--- config.mk ---
export PLATFORM = sky130hd
export DESIGN_NAME = mux8_rr_arbiter_flat
export DESIGN_NICKNAME = d
export VERILOG_FILES = /design/src/rtl/mux8_rr_arbiter_if.sv /design/src/rtl/mux8_rr_arbiter.sv /design/src/flat_wrapper.sv
export SDC_FILE = /design/constraint.sdc
export NUM_CORES = 1
export LEC_CHECK = 0
export CAP_MARGIN = 20
export CORE_MARGIN = 3
export CORE_UTILIZATION = 47
export DETAILED_ROUTE_END_ITERATION = 16
export PLACE_DENSITY = 0.74
export SETUP_SLACK_MARGIN = 0.15
export SYNTH_ARGS = -nofsm -noshare
export SYNTH_HDL_FRONTEND = slang
export SYNTH_SLANG_ARGS = --single-unit
--- constraint.sdc ---
create_clock -name clk -period 4.4 [get_ports clk]
set_input_delay 0.88 -clock clk [delete_from_list [all_inputs] [get_ports clk]]
set_output_delay 0.88 -clock clk [all_outputs]
set_load 0.02 [all_outputs]
--- src/rtl/mux8_rr_arbiter_if.sv ---
// ============================================================================
// Module   : mux8_rr_arbiter_if
// Purpose  : Request/grant bundle between requesters and the 8:1 mux arbiter.
// Revision : 1.0 - initial release
// ============================================================================
`default_nettype none

interface mux8_rr_arbiter_if;
    logic [7:0] req;
    logic       done;
    logic [2:0] sel;
    logic [7:0] gnt;
    logic       busy;
    logic       timeout;

    // Requester side drives req/done and observes the arbitration result.
    modport master (
        output req,
        output done,
        input  sel,
        input  gnt,
        input  busy,
        input  timeout
    );

    modport slave (
        input  req,
        input  done,
        output sel,
        output gnt,
        output busy,
        output timeout
    );
endinterface

`default_nettype wire

--- src/rtl/mux8_rr_arbiter.sv ---
// ============================================================================
// Module   : mux8_rr_arbiter
// Purpose  : Round-robin arbiter driving the select of an 8:1 mux, with a
//            bounded hold time per grant.
// Revision : 1.0 - initial release
// ============================================================================
`default_nettype none

module mux8_rr_arbiter #(
    parameter int MAX_HOLD = 15
) (
    input  wire logic         clk,
    input  wire logic         rst_n,
    mux8_rr_arbiter_if.slave  bus
);

    localparam logic [7:0] c_max_hold = 8'(MAX_HOLD);

    typedef enum logic [0:0] {
        ST_IDLE  = 1'b0,
        ST_GRANT = 1'b1
    } state_t;

    state_t     r_state;
    logic [2:0] r_ptr;
    logic [2:0] r_owner;
    logic [7:0] r_hcnt;
    logic [2:0] r_sel;
    logic [7:0] r_gnt;
    logic       r_busy;
    logic       r_timeout;

    logic [15:0] w_dbl;
    logic [7:0]  w_rot;
    logic [2:0]  w_off;
    logic [2:0]  w_pick;
    logic        w_any;
    logic        w_rel_done;
    logic        w_rel_drop;
    logic        w_rel_max;
    logic        w_release;
    logic        w_tmo_only;

    // Rotate requests so bit 0 is the requester at ptr; the lowest set bit of
    // the rotated vector is then the round-robin winner's offset from ptr.
    assign w_dbl = {bus.req, bus.req} >> r_ptr;
    assign w_rot = w_dbl[7:0];
    assign w_any = |bus.req;

    always_comb begin
        w_off = 3'd0;
        for (int i = 7; i >= 0; i--) begin
            if (w_rot[i]) begin
                w_off = 3'(i);
            end
        end
    end

    assign w_pick     = r_ptr + w_off;
    assign w_rel_done = bus.done;
    assign w_rel_drop = ~bus.req[r_owner];
    assign w_rel_max  = (r_hcnt == c_max_hold);
    assign w_release  = w_rel_done | w_rel_drop | w_rel_max;
    // A forced release coinciding with a voluntary one is not a timeout.
    assign w_tmo_only = w_rel_max & ~w_rel_done & ~w_rel_drop;

    always_ff @(posedge clk or negedge rst_n) begin
        if (!rst_n) begin
            r_state   <= ST_IDLE;
            r_ptr     <= 3'd0;
            r_owner   <= 3'd0;
            r_hcnt    <= 8'd0;
            r_sel     <= 3'd0;
            r_gnt     <= 8'd0;
            r_busy    <= 1'b0;
            r_timeout <= 1'b0;
        end else begin
            r_timeout <= 1'b0;
            case (r_state)
                ST_IDLE: begin
                    if (w_any) begin
                        r_state <= ST_GRANT;
                        r_owner <= w_pick;
                        r_sel   <= w_pick;
                        r_gnt   <= 8'd1 << w_pick;
                        r_busy  <= 1'b1;
                        r_hcnt  <= 8'd1;
                    end
                end
                ST_GRANT: begin
                    if (w_release) begin
                        r_state   <= ST_IDLE;
                        r_gnt     <= 8'd0;
                        r_busy    <= 1'b0;
                        r_ptr     <= r_owner + 3'd1;
                        r_hcnt    <= 8'd0;
                        r_timeout <= w_tmo_only;
                    end else begin
                        r_hcnt <= r_hcnt + 8'd1;
                    end
                end
                default: begin
                    r_state <= ST_IDLE;
                end
            endcase
        end
    end

    assign bus.sel     = r_sel;
    assign bus.gnt     = r_gnt;
    assign bus.busy    = r_busy;
    assign bus.timeout = r_timeout;

endmodule

`default_nettype wire

--- src/flat_wrapper.sv ---
// flat-port wrapper written by rule: the top's interface ports become plain ports
module mux8_rr_arbiter_flat 
#(
    parameter int MAX_HOLD = 15
)
  (clk, rst_n, bus_req, bus_done, bus_sel, bus_gnt, bus_busy, bus_timeout);
  mux8_rr_arbiter_if bus_i ();
  input  wire logic clk;
  input  wire logic rst_n;
  input wire logic [$bits(bus_i.req)-1:0] bus_req;
  input wire logic [$bits(bus_i.done)-1:0] bus_done;
  output wire logic [$bits(bus_i.sel)-1:0] bus_sel;
  output wire logic [$bits(bus_i.gnt)-1:0] bus_gnt;
  output wire logic [$bits(bus_i.busy)-1:0] bus_busy;
  output wire logic [$bits(bus_i.timeout)-1:0] bus_timeout;
  assign bus_i.req = bus_req;
  assign bus_i.done = bus_done;
  assign bus_sel = bus_i.sel;
  assign bus_gnt = bus_i.gnt;
  assign bus_busy = bus_i.busy;
  assign bus_timeout = bus_i.timeout;
  mux8_rr_arbiter #(.MAX_HOLD(MAX_HOLD)) u_core (.clk(clk), .rst_n(rst_n), .bus(bus_i));
endmodule
Word-level counts from Yosys, hierarchy flattened
Cells that the tools add are included.
{"block": "totals", "out_inout_bits": 13, "ff_bits": 25, "in_bits": 11, "word_cells": 51}
{"block": "op_classes", "add_sub_neg": 3, "shifts": 2, "reduce_logical": 4, "eq_ne": 3, "mux": 24, "order_cmp": 1, "n_bitwise": 7}
{"cell": "two-way mux 8 bit", "n": 4}
{"cell": "case mux 8 bit (2 select lines)", "n": 2}
{"cell": "two-way mux 3 bit", "n": 8}
{"cell": "right shift 16 x 3 -> 8 bit", "n": 1}
{"cell": "adder 8 x 1 -> 8 bit (second input constant)", "n": 1}
{"cell": "== test 8 x 4 -> 1 bit (second input constant)", "n": 1}
{"cell": "OR reduction 8 bit", "n": 1}
{"cell": "left shift 1 x 3 -> 8 bit (first input constant)", "n": 1}
{"cell": "two-way mux 1 bit", "n": 7}
{"cell": "AND reduction 2 bit", "n": 3}
{"cell": "< comparator 3 x 4 -> 1 bit (second input constant)", "n": 1}
{"cell": "case mux 1 bit (2 select lines)", "n": 2}
{"cell": "adder 3 x 1 -> 3 bit (second input constant)", "n": 1}
{"cell": "adder 3 bit", "n": 1}
{"cell": "binary-select mux 1 bit (select 3 bit)", "n": 1}
{"cell": "inverter 1 bit", "n": 3}
{"cell": "AND 1 bit", "n": 2}
{"cell": "!= test 2 x 1 -> 1 bit (second input constant)", "n": 1}
{"cell": "!= test 2 bit (second input constant)", "n": 1}
{"cell": "bitwise OR 1 bit", "n": 2}

Depth between registers and ports, before layout
{"block": "depth", "ltp_word": 13, "mapped_depth": 15, "mapped_depth_nobuf": 13}

Worst setup path after synthesis
OpenSTA, ideal clock, no wires.
{"block": "synth_timing", "path_type": "input to register", "from": "input bus_req[2]", "to": "register u_core.r_gnt[2], in the netlist u_core.bus.gnt[2]", "cell_stages": 13, "setup_time_ns": 0.069, "t_arrival_ns": 3.164, "required_ns": 4.331, "setup_slack_ns": 1.167, "n_path_buf": 1, "path_cell_list": "buf_6 mux4_2 o221ai_1 a21oi_1 nor2_1 a2bb2oi_1 nor2_1 ha_1 inv_1 fa_1 nor4_1 o21ai_0 nand3_1"}
{"block": "synth_between", "elab_chain_len": 13, "elab_cells_between_ends": 22, "classes_between": "add/sub (1); eq/ne (2); shift (2); mux (12); bitwise (3); reduce/logical (2)"}
{"item": "from (decl)", "line_no": "flat_wrapper.sv:10", "text": "input wire logic [$bits(bus_i.req)-1:0] bus_req;"}
{"item": "right shift 16 x 3 -> 8 bit", "line_no": "mux8_rr_arbiter.sv:46", "text": "assign w_dbl = {bus.req, bus.req} >> r_ptr;"}
{"item": "two-way mux 3 bit (8 in series)", "line_no": "mux8_rr_arbiter.sv:53", "text": "if (w_rot[i]) begin"}
{"item": "adder 3 bit", "line_no": "mux8_rr_arbiter.sv:59", "text": "assign w_pick = r_ptr + w_off;"}
{"item": "left shift 1 x 3 -> 8 bit", "line_no": "mux8_rr_arbiter.sv:85", "text": "r_gnt <= 8'd1 << w_pick;"}
{"item": "two-way mux 8 bit", "line_no": "mux8_rr_arbiter.sv:81", "text": "if (w_any) begin"}
{"item": "case mux 8 bit (2 select lines)", "line_no": "mux8_rr_arbiter.sv:79", "text": "case (r_state)"}
{"item": "to (signal assigned)", "line_no": "mux8_rr_arbiter.sv:85"}
{"item": "to (decl)", "line_no": "mux8_rr_arbiter.sv:29", "text": "logic [7:0] r_gnt;"}
Parallel ways exist; a longest one is shown, timed or not. The select of a mux whose other input is x is not followed.
A chain may end at the register's enable or synchronous reset.

Worst setup path after layout
{"block": "layout_timing", "from": "input bus_req[2]", "to": "register u_core.r_gnt[6], in the netlist u_core.bus.gnt[6]"}
Same word-level chain as after synthesis.

==> impl_results.md <==
- Core region area: 3770 µm²
- Synth area leader: dfrtp_1
- Reg2Reg Setup Slack: 950 ps
- Post CTS Setup Buffer Count: 0
- Post-synth ARST share: 1.00
- Fill cells: 342
- Via Count: 1,793
- Initial DRC Count: 166
- Port-buffer cells: 23
- Critical path type: primary input to register
- CTS-repair resized insts: 0
- Setup crit end kind: register
- First-pass GRT wire length: 7700 µm
- DP Area: 2160 µm²
- Max-cap check violation count: 0
- Post-Layout Cell Count: 297
- Worst IR Drop VDD: 0.382 mV
- CP cell instances: clkdlybuf4s50_1, mux4_2, o21ai_0, a21oi_1, nor2_1, a2bb2oi_1, nor2_1, ha_1, inv_1, fa_1, nor4_1, o21ai_0, nand3_1
- Synth Flop Type: dfrtp_1
- Worst Path Arrival: 3960 ps
- DIE WIDTH: 69.7 µm
- Startpoint Class: primary input
- TritonRoute pass-1 iters: 4
- Number of antenna violations at the first check in global routing: 0
- Fin area: 2220 µm²
- Clk buf depth: 2
- GRT Util Overall: 0.185
- Num rows: 22
- Power Density: 616 nW/µm²
- Yosys cell types: 45
- Crit-path leading delay family: simple AND/OR/NAND/NOR gates
- Worst-path maximum fanout: 9
- Synth Net Count: 243
- Bufs and invs on worst path: 2
- Cell leakage power: 0.000937 µW
- Slowest cell on the critical path: clkdlybuf4s50_1
- Setup TNS: 0 ps
- Min cycle time layout: 3750 ps
- Top post-synthesis cells by count: nand3_1, dfrtp_1, nand2_1
- CTS tree: built
- Number of setup violations in the final report: 0
- Critical R2R Launch: u_core.r_ptr[0]
- Worst EP required: 4610 ps
- Final WS setup: 652 ps
- Slew Viols, Final: 0
- Sequential cell area fraction in the yosys report: 0.329
- HPWL Detailed: 3200 µm
- Num CTS Buffers: 3
- Hold Crit Class: register to register
- Post-Synthesis Cells: 228
- Chip height: 69.7 µm
- Root Driver: clkbuf_8
- Share of the synthesized area in the top cell type: 0.329
- Starting density of the core: 0.505
- RSZ-0062 raised after global routing: no
- Top Ports: 24
- Setup WS pre-CTS: 384 ps
- Vias in the first global route: 1,628
- Clk slew on worst S/H paths: 90 ps
- Syn Area/Cell: 8.35 µm²
- Dpl cells: 292
- Post-synth EDFFs: 0
- Vias per Instance: 6.04
- Antenna viol nets, final: 0
- Crit path depth: 13
- Final hold viol count: 0
- Worst Setup EP: u_core.bus.gnt[6]
- N_diodes: 0
- DRC: 0
- Hold Buf Count CTS: 0
- Worst Tran Pin Value: 744 ps
- CTS Sinks: 25
- H-tree Lvls: 1
- WL final: 4270 µm
- Area of the mapped netlist: 1900 µm²
- Status: finished, final reports clean
- Final net count: 265
- Count leader, synth: nand3_1
- Largest net degree at the start of global routing: 26
- Die ar.: 4850 µm²
- Reg2reg path depth: 12
- Total power: 1370 µW
- Layout cells sized above 1: 0.0723
- Max incr delay on CP: 580 ps
- Worst-skew pair later-pin latency: 270 ps
- Slew HR: 0.504
- FMAX: 267 MHz
- Crit path from: bus_req[2]
- Area contributors post-synth: dfrtp_1, nand3_1, o21ai_0
- Drt wl/cell: 14.4 µm
- GPL Wtd Cong: 0.893
- Worst reg2reg path endpoint: u_core.bus.gnt[6]
- Synthesis Warnings: 0
- Setup Skew: 7.77 ps
- Final worst-path cycle share: 0.852
- Synthesized flop and latch total: 25
- Grt total ovfl: 0
- Synth-to-Final Area Change: 16.5%
## where the power goes
| group | switching [µW] | internal, µW | total, µW |
|---|---|---|---|
| clock network | 71.5 | 63.3 | 135 |
| logic | 446 | 362 | 808 |
| registers | 133 | 290 | 423 |
| total | 650 | 716 | 1370 |
## per-layer routing
metal	vias up	GRT usage	part of all wire
li1	901	-	-
met1	844	0.288	0.50
met2	46	0.278	0.45
met3	2	0.0333	0.052
met4	0	0.0170	0.0030
met5	-	0	0
## metrics by stage
step	utilization	hold WS, ps
2_1_floorplan	-	457
3_3_place_gp	0.572	473
3_5_place_dp	0.572	483
4_1_cts	0.584	502
5_1_grt	0.588	537
6_report	0.588	502
## registers in the layout (all words and copies together), names as in the netlist
name and flops:
u_core.r_state 1, u_core.bus.busy 1, u_core.r_hcnt 8, u_core.bus.timeout 1
u_core.r_ptr 3, u_core.r_owner 3, u_core.bus.gnt 8
## area by class of cell
type                       count  area, µm²  area share
timing repair buffer          28        275       0.124
inverter                       6       22.5      0.0102
clock inverter                 1       5.00     0.00226
tap                           48       60.1      0.0271
multi-input combinational    186       1190       0.536
sequential                    25        626       0.282
clock buffer                   3       41.3      0.0186
## logic make-up after synthesis
kind of cell | synth area share
AO/OA/AOI/OAI | 0.233
adder cells (fa/ha/maj) | 0.0302
multiplexers | 0.0900
AND/OR/NAND/NOR | 0.252
XOR/XNOR | 0.0184
buffers and inverters | 0.0473
flip-flops | 0.329
## layout by cell type (no fill, tap or decap), types with 4 or more instances in the layout
cell and count:
o21ai_0 18, nor3_1 10, clkdlybuf4s50_1 23, nand3_1 27, dfrtp_1 25, and3_1 6, nor2_1 11, a31oi_1 7
a21oi_1 16, mux2i_1 7, mux4_2 4, o21ai_1 5, inv_1 6, buf_4 4, nand2_1 22, nand2b_1 6
nor4_1 6
## how the worst min path moves through the flow
stage                        endpoint         startpoint  slack [ps]  cells past startpoint
floorplan            u_core.r_hcnt[3]   u_core.r_hcnt[3]         460                      1
global route        u_core.bus.gnt[6]  u_core.bus.gnt[6]         540                      2
CTS                   u_core.bus.busy    u_core.bus.busy         500                      1
detailed placement    u_core.bus.busy    u_core.bus.busy         480                      1
global placement      u_core.bus.busy    u_core.bus.busy         470                      1
finish                u_core.bus.busy    u_core.bus.busy         500                      1
Power figures use the tool's default switching activity.
